File: src/rtl/imem_prog_ctrl_if.sv
// Bundle between the program-load controller and its byte stream, instruction memory and PC.
// The master drives the load request, stream bytes and fetch address; the slave is the controller.
interface imem_prog_ctrl_if #(
  parameter int ADDR_W = 8
);
  logic              load_start;
  logic [ADDR_W:0]   load_len;
  logic              byte_valid;
  logic [7:0]        byte_data;
  logic              byte_ready;
  logic              mem_we;
  logic [ADDR_W-1:0] mem_waddr;
  logic [7:0]        mem_wdata;
  logic [31:0]       fetch_addr;
  logic [31:0]       mem_raddr;
  logic              cpu_stall;
  logic              fetch_fault;
  logic              load_busy;
  logic              load_done;
  logic              load_err;

  modport master (
    output load_start, load_len, byte_valid, byte_data, fetch_addr,
    input  byte_ready, mem_we, mem_waddr, mem_wdata, mem_raddr,
           cpu_stall, fetch_fault, load_busy, load_done, load_err
  );

  modport slave (
    input  load_start, load_len, byte_valid, byte_data, fetch_addr,
    output byte_ready, mem_we, mem_waddr, mem_wdata, mem_raddr,
           cpu_stall, fetch_fault, load_busy, load_done, load_err
  );
endinterface

File: src/rtl/imem_prog_ctrl.sv
// Instruction-memory program loader: streams bytes into memory, zero-pads to a word, then releases the CPU.
// States: HALT no program | LOAD accept bytes | PAD zero-fill to word | DRAIN last write lands | RUN CPU released
module imem_prog_ctrl #(
  parameter int DEPTH  = 256,
  parameter int ADDR_W = 8
) (
  input logic             i_clk,
  input logic             i_reset,
  imem_prog_ctrl_if.slave bus
);

  typedef enum logic [2:0] {
    S_HALT,
    S_LOAD,
    S_PAD,
    S_DRAIN,
    S_RUN
  } state_t;

  localparam logic [ADDR_W:0] LEN_MAX   = (ADDR_W+1)'(DEPTH);
  localparam logic [ADDR_W:0] CNT_ONE   = (ADDR_W+1)'(1);
  localparam logic [31:0]     FETCH_MAX = 32'(DEPTH - 4);

  state_t            r_state;
  state_t            w_state_nxt;
  logic [ADDR_W:0]   r_count;
  logic [ADDR_W:0]   r_len;
  logic              r_we;
  logic [ADDR_W-1:0] r_waddr;
  logic [7:0]        r_wdata;
  logic              r_err;
  logic              r_done;

  logic [ADDR_W:0]   w_count_inc;
  logic              w_len_ok;
  logic              w_start_ok;
  logic              w_ready;
  logic              w_xfer;
  logic              w_pad_step;
  logic              w_last_byte;
  logic              w_pad_done;

  assign w_len_ok    = (bus.load_len != '0) && (bus.load_len <= LEN_MAX);
  assign w_start_ok  = bus.load_start && w_len_ok;
  assign w_count_inc = r_count + CNT_ONE;
  assign w_xfer      = w_ready && bus.byte_valid;
  assign w_pad_step  = (r_state == S_PAD) && !w_start_ok;
  assign w_last_byte = (w_count_inc == r_len);
  assign w_pad_done  = (w_count_inc[1:0] == 2'b00);

  always_ff @(posedge i_clk or posedge i_reset) begin
    if (i_reset) begin
      r_state <= S_HALT;
    end else begin
      r_state <= w_state_nxt;
    end
  end

  // A valid restart wins over whatever the current state was doing.
  always_comb begin
    w_state_nxt = r_state;
    if (w_start_ok) begin
      w_state_nxt = S_LOAD;
    end else begin
      case (r_state)
        S_LOAD: begin
          if (w_xfer && w_last_byte) begin
            w_state_nxt = (r_len[1:0] != 2'b00) ? S_PAD : S_DRAIN;
          end
        end
        S_PAD: begin
          if (w_pad_done) begin
            w_state_nxt = S_DRAIN;
          end
        end
        S_DRAIN: w_state_nxt = S_RUN;
        default: w_state_nxt = r_state;
      endcase
    end
  end

  always_comb begin
    // Ready is withheld during a restart cycle so no byte is accepted and then dropped.
    w_ready         = (r_state == S_LOAD) && !w_start_ok;
    bus.byte_ready  = w_ready;
    bus.cpu_stall   = (r_state != S_RUN);
    bus.load_busy   = (r_state == S_LOAD) || (r_state == S_PAD) || (r_state == S_DRAIN);
    bus.fetch_fault = 1'b0;
    bus.mem_raddr   = '0;
    if (r_state == S_RUN) begin
      bus.fetch_fault = (bus.fetch_addr[1:0] != 2'b00) || (bus.fetch_addr > FETCH_MAX);
      bus.mem_raddr   = bus.fetch_fault ? 32'h0 : bus.fetch_addr;
    end
  end

  always_ff @(posedge i_clk or posedge i_reset) begin
    if (i_reset) begin
      r_count <= '0;
      r_len   <= '0;
      r_we    <= 1'b0;
      r_waddr <= '0;
      r_wdata <= '0;
      r_err   <= 1'b0;
      r_done  <= 1'b0;
    end else begin
      r_we <= w_xfer || w_pad_step;
      if (w_xfer) begin
        r_waddr <= r_count[ADDR_W-1:0];
        r_wdata <= bus.byte_data;
      end else if (w_pad_step) begin
        r_waddr <= r_count[ADDR_W-1:0];
        r_wdata <= 8'h00;
      end
      if (w_start_ok) begin
        r_count <= '0;
        r_len   <= bus.load_len;
      end else if (w_xfer || w_pad_step) begin
        r_count <= w_count_inc;
      end
      if (bus.load_start) begin
        r_err <= !w_len_ok;
      end
      r_done <= (r_state == S_DRAIN) && (w_state_nxt == S_RUN);
    end
  end

  assign bus.mem_we    = r_we;
  assign bus.mem_waddr = r_waddr;
  assign bus.mem_wdata = r_wdata;
  assign bus.load_err  = r_err;
  assign bus.load_done = r_done;

endmodule

File: src/flat_wrapper.sv
// flat-port wrapper written by rule: the top's interface ports become plain ports
module imem_prog_ctrl_flat 
#(
  parameter int DEPTH  = 256,
  parameter int ADDR_W = 8
)
  (i_clk, i_reset, bus_load_start, bus_load_len, bus_byte_valid, bus_byte_data, bus_fetch_addr, bus_byte_ready, bus_mem_we, bus_mem_waddr, bus_mem_wdata, bus_mem_raddr, bus_cpu_stall, bus_fetch_fault, bus_load_busy, bus_load_done, bus_load_err);
  imem_prog_ctrl_if #(.ADDR_W(ADDR_W)) bus_i ();
  input logic i_clk;
  input logic i_reset;
  input wire logic [$bits(bus_i.load_start)-1:0] bus_load_start;
  input wire logic [$bits(bus_i.load_len)-1:0] bus_load_len;
  input wire logic [$bits(bus_i.byte_valid)-1:0] bus_byte_valid;
  input wire logic [$bits(bus_i.byte_data)-1:0] bus_byte_data;
  input wire logic [$bits(bus_i.fetch_addr)-1:0] bus_fetch_addr;
  output wire logic [$bits(bus_i.byte_ready)-1:0] bus_byte_ready;
  output wire logic [$bits(bus_i.mem_we)-1:0] bus_mem_we;
  output wire logic [$bits(bus_i.mem_waddr)-1:0] bus_mem_waddr;
  output wire logic [$bits(bus_i.mem_wdata)-1:0] bus_mem_wdata;
  output wire logic [$bits(bus_i.mem_raddr)-1:0] bus_mem_raddr;
  output wire logic [$bits(bus_i.cpu_stall)-1:0] bus_cpu_stall;
  output wire logic [$bits(bus_i.fetch_fault)-1:0] bus_fetch_fault;
  output wire logic [$bits(bus_i.load_busy)-1:0] bus_load_busy;
  output wire logic [$bits(bus_i.load_done)-1:0] bus_load_done;
  output wire logic [$bits(bus_i.load_err)-1:0] bus_load_err;
  assign bus_i.load_start = bus_load_start;
  assign bus_i.load_len = bus_load_len;
  assign bus_i.byte_valid = bus_byte_valid;
  assign bus_i.byte_data = bus_byte_data;
  assign bus_i.fetch_addr = bus_fetch_addr;
  assign bus_byte_ready = bus_i.byte_ready;
  assign bus_mem_we = bus_i.mem_we;
  assign bus_mem_waddr = bus_i.mem_waddr;
  assign bus_mem_wdata = bus_i.mem_wdata;
  assign bus_mem_raddr = bus_i.mem_raddr;
  assign bus_cpu_stall = bus_i.cpu_stall;
  assign bus_fetch_fault = bus_i.fetch_fault;
  assign bus_load_busy = bus_i.load_busy;
  assign bus_load_done = bus_i.load_done;
  assign bus_load_err = bus_i.load_err;
  imem_prog_ctrl #(.DEPTH(DEPTH), .ADDR_W(ADDR_W)) u_core (.i_clk(i_clk), .i_reset(i_reset), .bus(bus_i));
endmodule
File: config.mk
export PLATFORM = sky130hd
export DESIGN_NAME = imem_prog_ctrl_flat
export DESIGN_NICKNAME = d
export VERILOG_FILES = /design/src/rtl/imem_prog_ctrl_if.sv /design/src/rtl/imem_prog_ctrl.sv /design/src/flat_wrapper.sv
export SDC_FILE = /design/constraint.sdc
export NUM_CORES = 1
export LEC_CHECK = 0
export BUFFER_PORTS_ARGS = -buffer_cell sky130_fd_sc_hd__buf_2
export CORE_MARGIN = 5
export CORE_UTILIZATION = 42
export DETAILED_ROUTE_END_ITERATION = 8
export PLACE_DENSITY = 0.76
export SLEW_MARGIN = 20
export SYNTH_ARGS = -nofsm -noshare
export SYNTH_HDL_FRONTEND = slang
export SYNTH_SLANG_ARGS = --single-unit
File: constraint.sdc
create_clock -name i_clk -period 2.4 [get_ports i_clk]
set_clock_uncertainty 0.2 [all_clocks]
set_input_delay 0.48 -clock i_clk [delete_from_list [all_inputs] [get_ports i_clk]]
set_output_delay 0.48 -clock i_clk [all_outputs]
set_load 0.01 [all_outputs]
==> out/results.ini <==
[die]
start_util=0.425
io_pins=108
rows=27
die_w_um=84.2
fp.dieH_um=84.2
core_um2=5440
die_area_um2=7090

[global_route]
grt_pass1_wl_um=9100
grt_pass1_vias=2016
grt-ovfl-total=0
track_usage=0.155
antenna_found_initial=0
grt_start_max_net_pins=41

[route]
via_per_inst=4.83
drc=0
first_pass_iters=4
drt_wl_total_um=5520
ant_nets=0
vias=2043
drt_iter0_drc=82
wl_per_cell_um=13.0

[synth]
synth_top_family_by_area=simple AND/OR/NAND/NOR gates
synth_cell_type_count=43
netlist_area_um2=2310
synth-xor-area-share=0.0606
synth-compound-area-share=0.106
syn_avg_cell_area_um2=9.24
synth_edf_count=0
synth_warnings=0
ys_ff_latch=40
synth.area.mux_share=0.0433
seq_area_frac_synth=0.433
synth_adder_area_share=0.00541
syn_inst=250
async_reset_ff_frac=1.00
synth_flop_cell=dfrtp_1
synthSimpleGateAreaFrac=0.233

[worst_setup_path]
crit_path_start=bus_load_len[5]
crit_path_end_kind=output pin
cp.arrival_ns=1.80
crit_type=in2out
reg2reg_depth=6
crit_fanout=3
crit_path_start_kind=input port
cp.required_ns=1.72
reg2reg_to=u_core.r_state[0]
rr_startpoint=u_core.r_count[2]
reg2reg_slack_ns=0.16

[finish]
final_net_count=405
instances_no_fill=423
num_antenna_cells=0
fin_util=0.569
final_area_um2=3100
drive_gt1_frac=0.387
layout_common_cells=buf_2, dfrtp_1, nand2_1, conb_1, buf_4
area.growth.synth_to_final_pct=33.9
layout_commonest_cell=buf_2

[power_and_ir_drop]
irDropWorstVdd_mv=0.327
p_int_mw=1.46
p_seq_frac=0.411
sw_frac_of_total=0.289
clkPwrFrac=0.311
p_per_area_nw_per_um2=663
finalPower_mw=2.05
p_leak_nw=1.55
combinationalPowerShare=0.278
netSwitchingPower_mw=0.593

[timing]
finalSetupViolations=1
finalHoldViolCount=0
setup_tns_ns=-0.0787
fmax_mhz=403
rsz0062_at_grt=yes
fin_crit_sh=1.03
hold_ws_ns=0.100
period_needed_ns=2.48
finalMaxSlewViolations=0
setup_ws_ns=-0.0787

[clock_network]
ctsHoldBuffers=0
cts_buffer_depth=2
cts.clk_slew.worst_paths_ns=0.08
cts-root-buf=clkbuf_8
htreeDepth=2
cts_tree=built
clkLatencyLatePin_ns=0.29
clock-sinks=40
cts_buffers=5

[job]
maxCapViolCount=0

[placed_design]
port_buffers=81
dp_hpwl_um=4250
gp_congestion=0.867
dp_worst_setup_slack_ns=-0.190
dpl_cell_area_um2=2870
numPlacedInstances=411

[outcome]
status=complete, but fails checks
violations=negative setup slack

[min_path]
min_path_type=in2async

-- worst max-delay path: stages --
cell and delay, ns:
buf_6 0.09, or4_4 0.56, or3_4 0.36, and3_4 0.19
buf_6 0.12
-- power by group through the flow --
stage / Clock (mW) / Sequential [mW] / Combinational [mW]
floorplan: 0 / 0.860 / 0.350
global placement: 0 / 0.849 / 0.537
detailed placement: 0 / 0.856 / 0.555
CTS: 0.650 / 0.843 / 0.565
global route: 0.683 / 0.856 / 0.628
finish: 0.638 / 0.843 / 0.571
-- how the worst max path moves through the flow --
stage	end	slack, ns	cells after the start
after floorplan	u_core.bus.mem_wdata[0]	-0.04	7
after global placement	u_core.r_state[0]	-0.17	7
after detailed placement	u_core.r_count[6]	-0.19	8
after CTS	bus_byte_ready	-0.09	5
after global routing	bus_byte_ready	-0.10	5
final	bus_byte_ready	-0.08	5
-- area by class of cell --
cell class	count	area, um^2
flip-flops and latches	40	1000
well taps	72	90.1
clock inverters	2	60.1
fillers	506	2340
inverters	3	11.3
clock buffers	5	68.8
multi-input cells	193	1190
repair buffers	108	671
-- routing by layer --
metal | global-route usage | vias to the layer above | wire [um]
met5 | 0 | - | 0
met4 | 0.0512 | 0 | 82
met3 | 0.0442 | 9 | 330
met2 | 0.266 | 66 | 2750
met1 | 0.187 | 964 | 2360
li1 | - | 1004 | -
-- flip-flops by register name (all words and copies together) (netlist names) --
signal,cells
u_core.bus.mem_waddr,8
u_core.r_len,9
u_core.bus.mem_we,1
u_core.bus.mem_wdata,8
u_core.r_count,9
u_core.bus.load_err,1
u_core.bus.load_done,1
u_core.r_state,3
-- kinds of logic (layout without fill, tap and decap cells) --
kind of cell,count (synthesis),after routing
AO/OA/AOI/OAI,34,34
XOR/XNOR,16,16
adder cells (fa/ha/maj),1,1
buffers and inverters,42,118
flip-flops,40,40
multiplexers,9,9
other,1,26
AND/OR/NAND/NOR,107,107
-- what timing repair did --
| action | CTS | global route |
|---|---|---|
| buffers inserted | 4 | 1 |
| setup endpoints to repair | 3 | 9 |
| hold endpoints to repair | 0 | 0 |
| pin swaps | 3 | 5 |
| resized for setup | 4 | 6 |
-- cells in the mapped netlist (3+ instances only) --
master     n  area share
nand2_1   36       0.058
nor3_1     5       0.011
nand4_1    3      0.0081
buf_4     27       0.088
dfrtp_1   40        0.43
nor2_1    21       0.034
nand3_1    6       0.013
o21ai_0    8       0.017
a22o_1     8       0.030
nor4_1     7       0.019
nor4b_1    3       0.011
nor3b_1    3      0.0097
nor2b_1    3      0.0081
and2_1     8       0.022
clkbuf_1   8       0.013
xor2_1     3       0.011
xnor2_1   13       0.049
mux2_2     8       0.039
a21oi_1    9       0.019
Note: power is estimated with default switching activity, not from simulation.
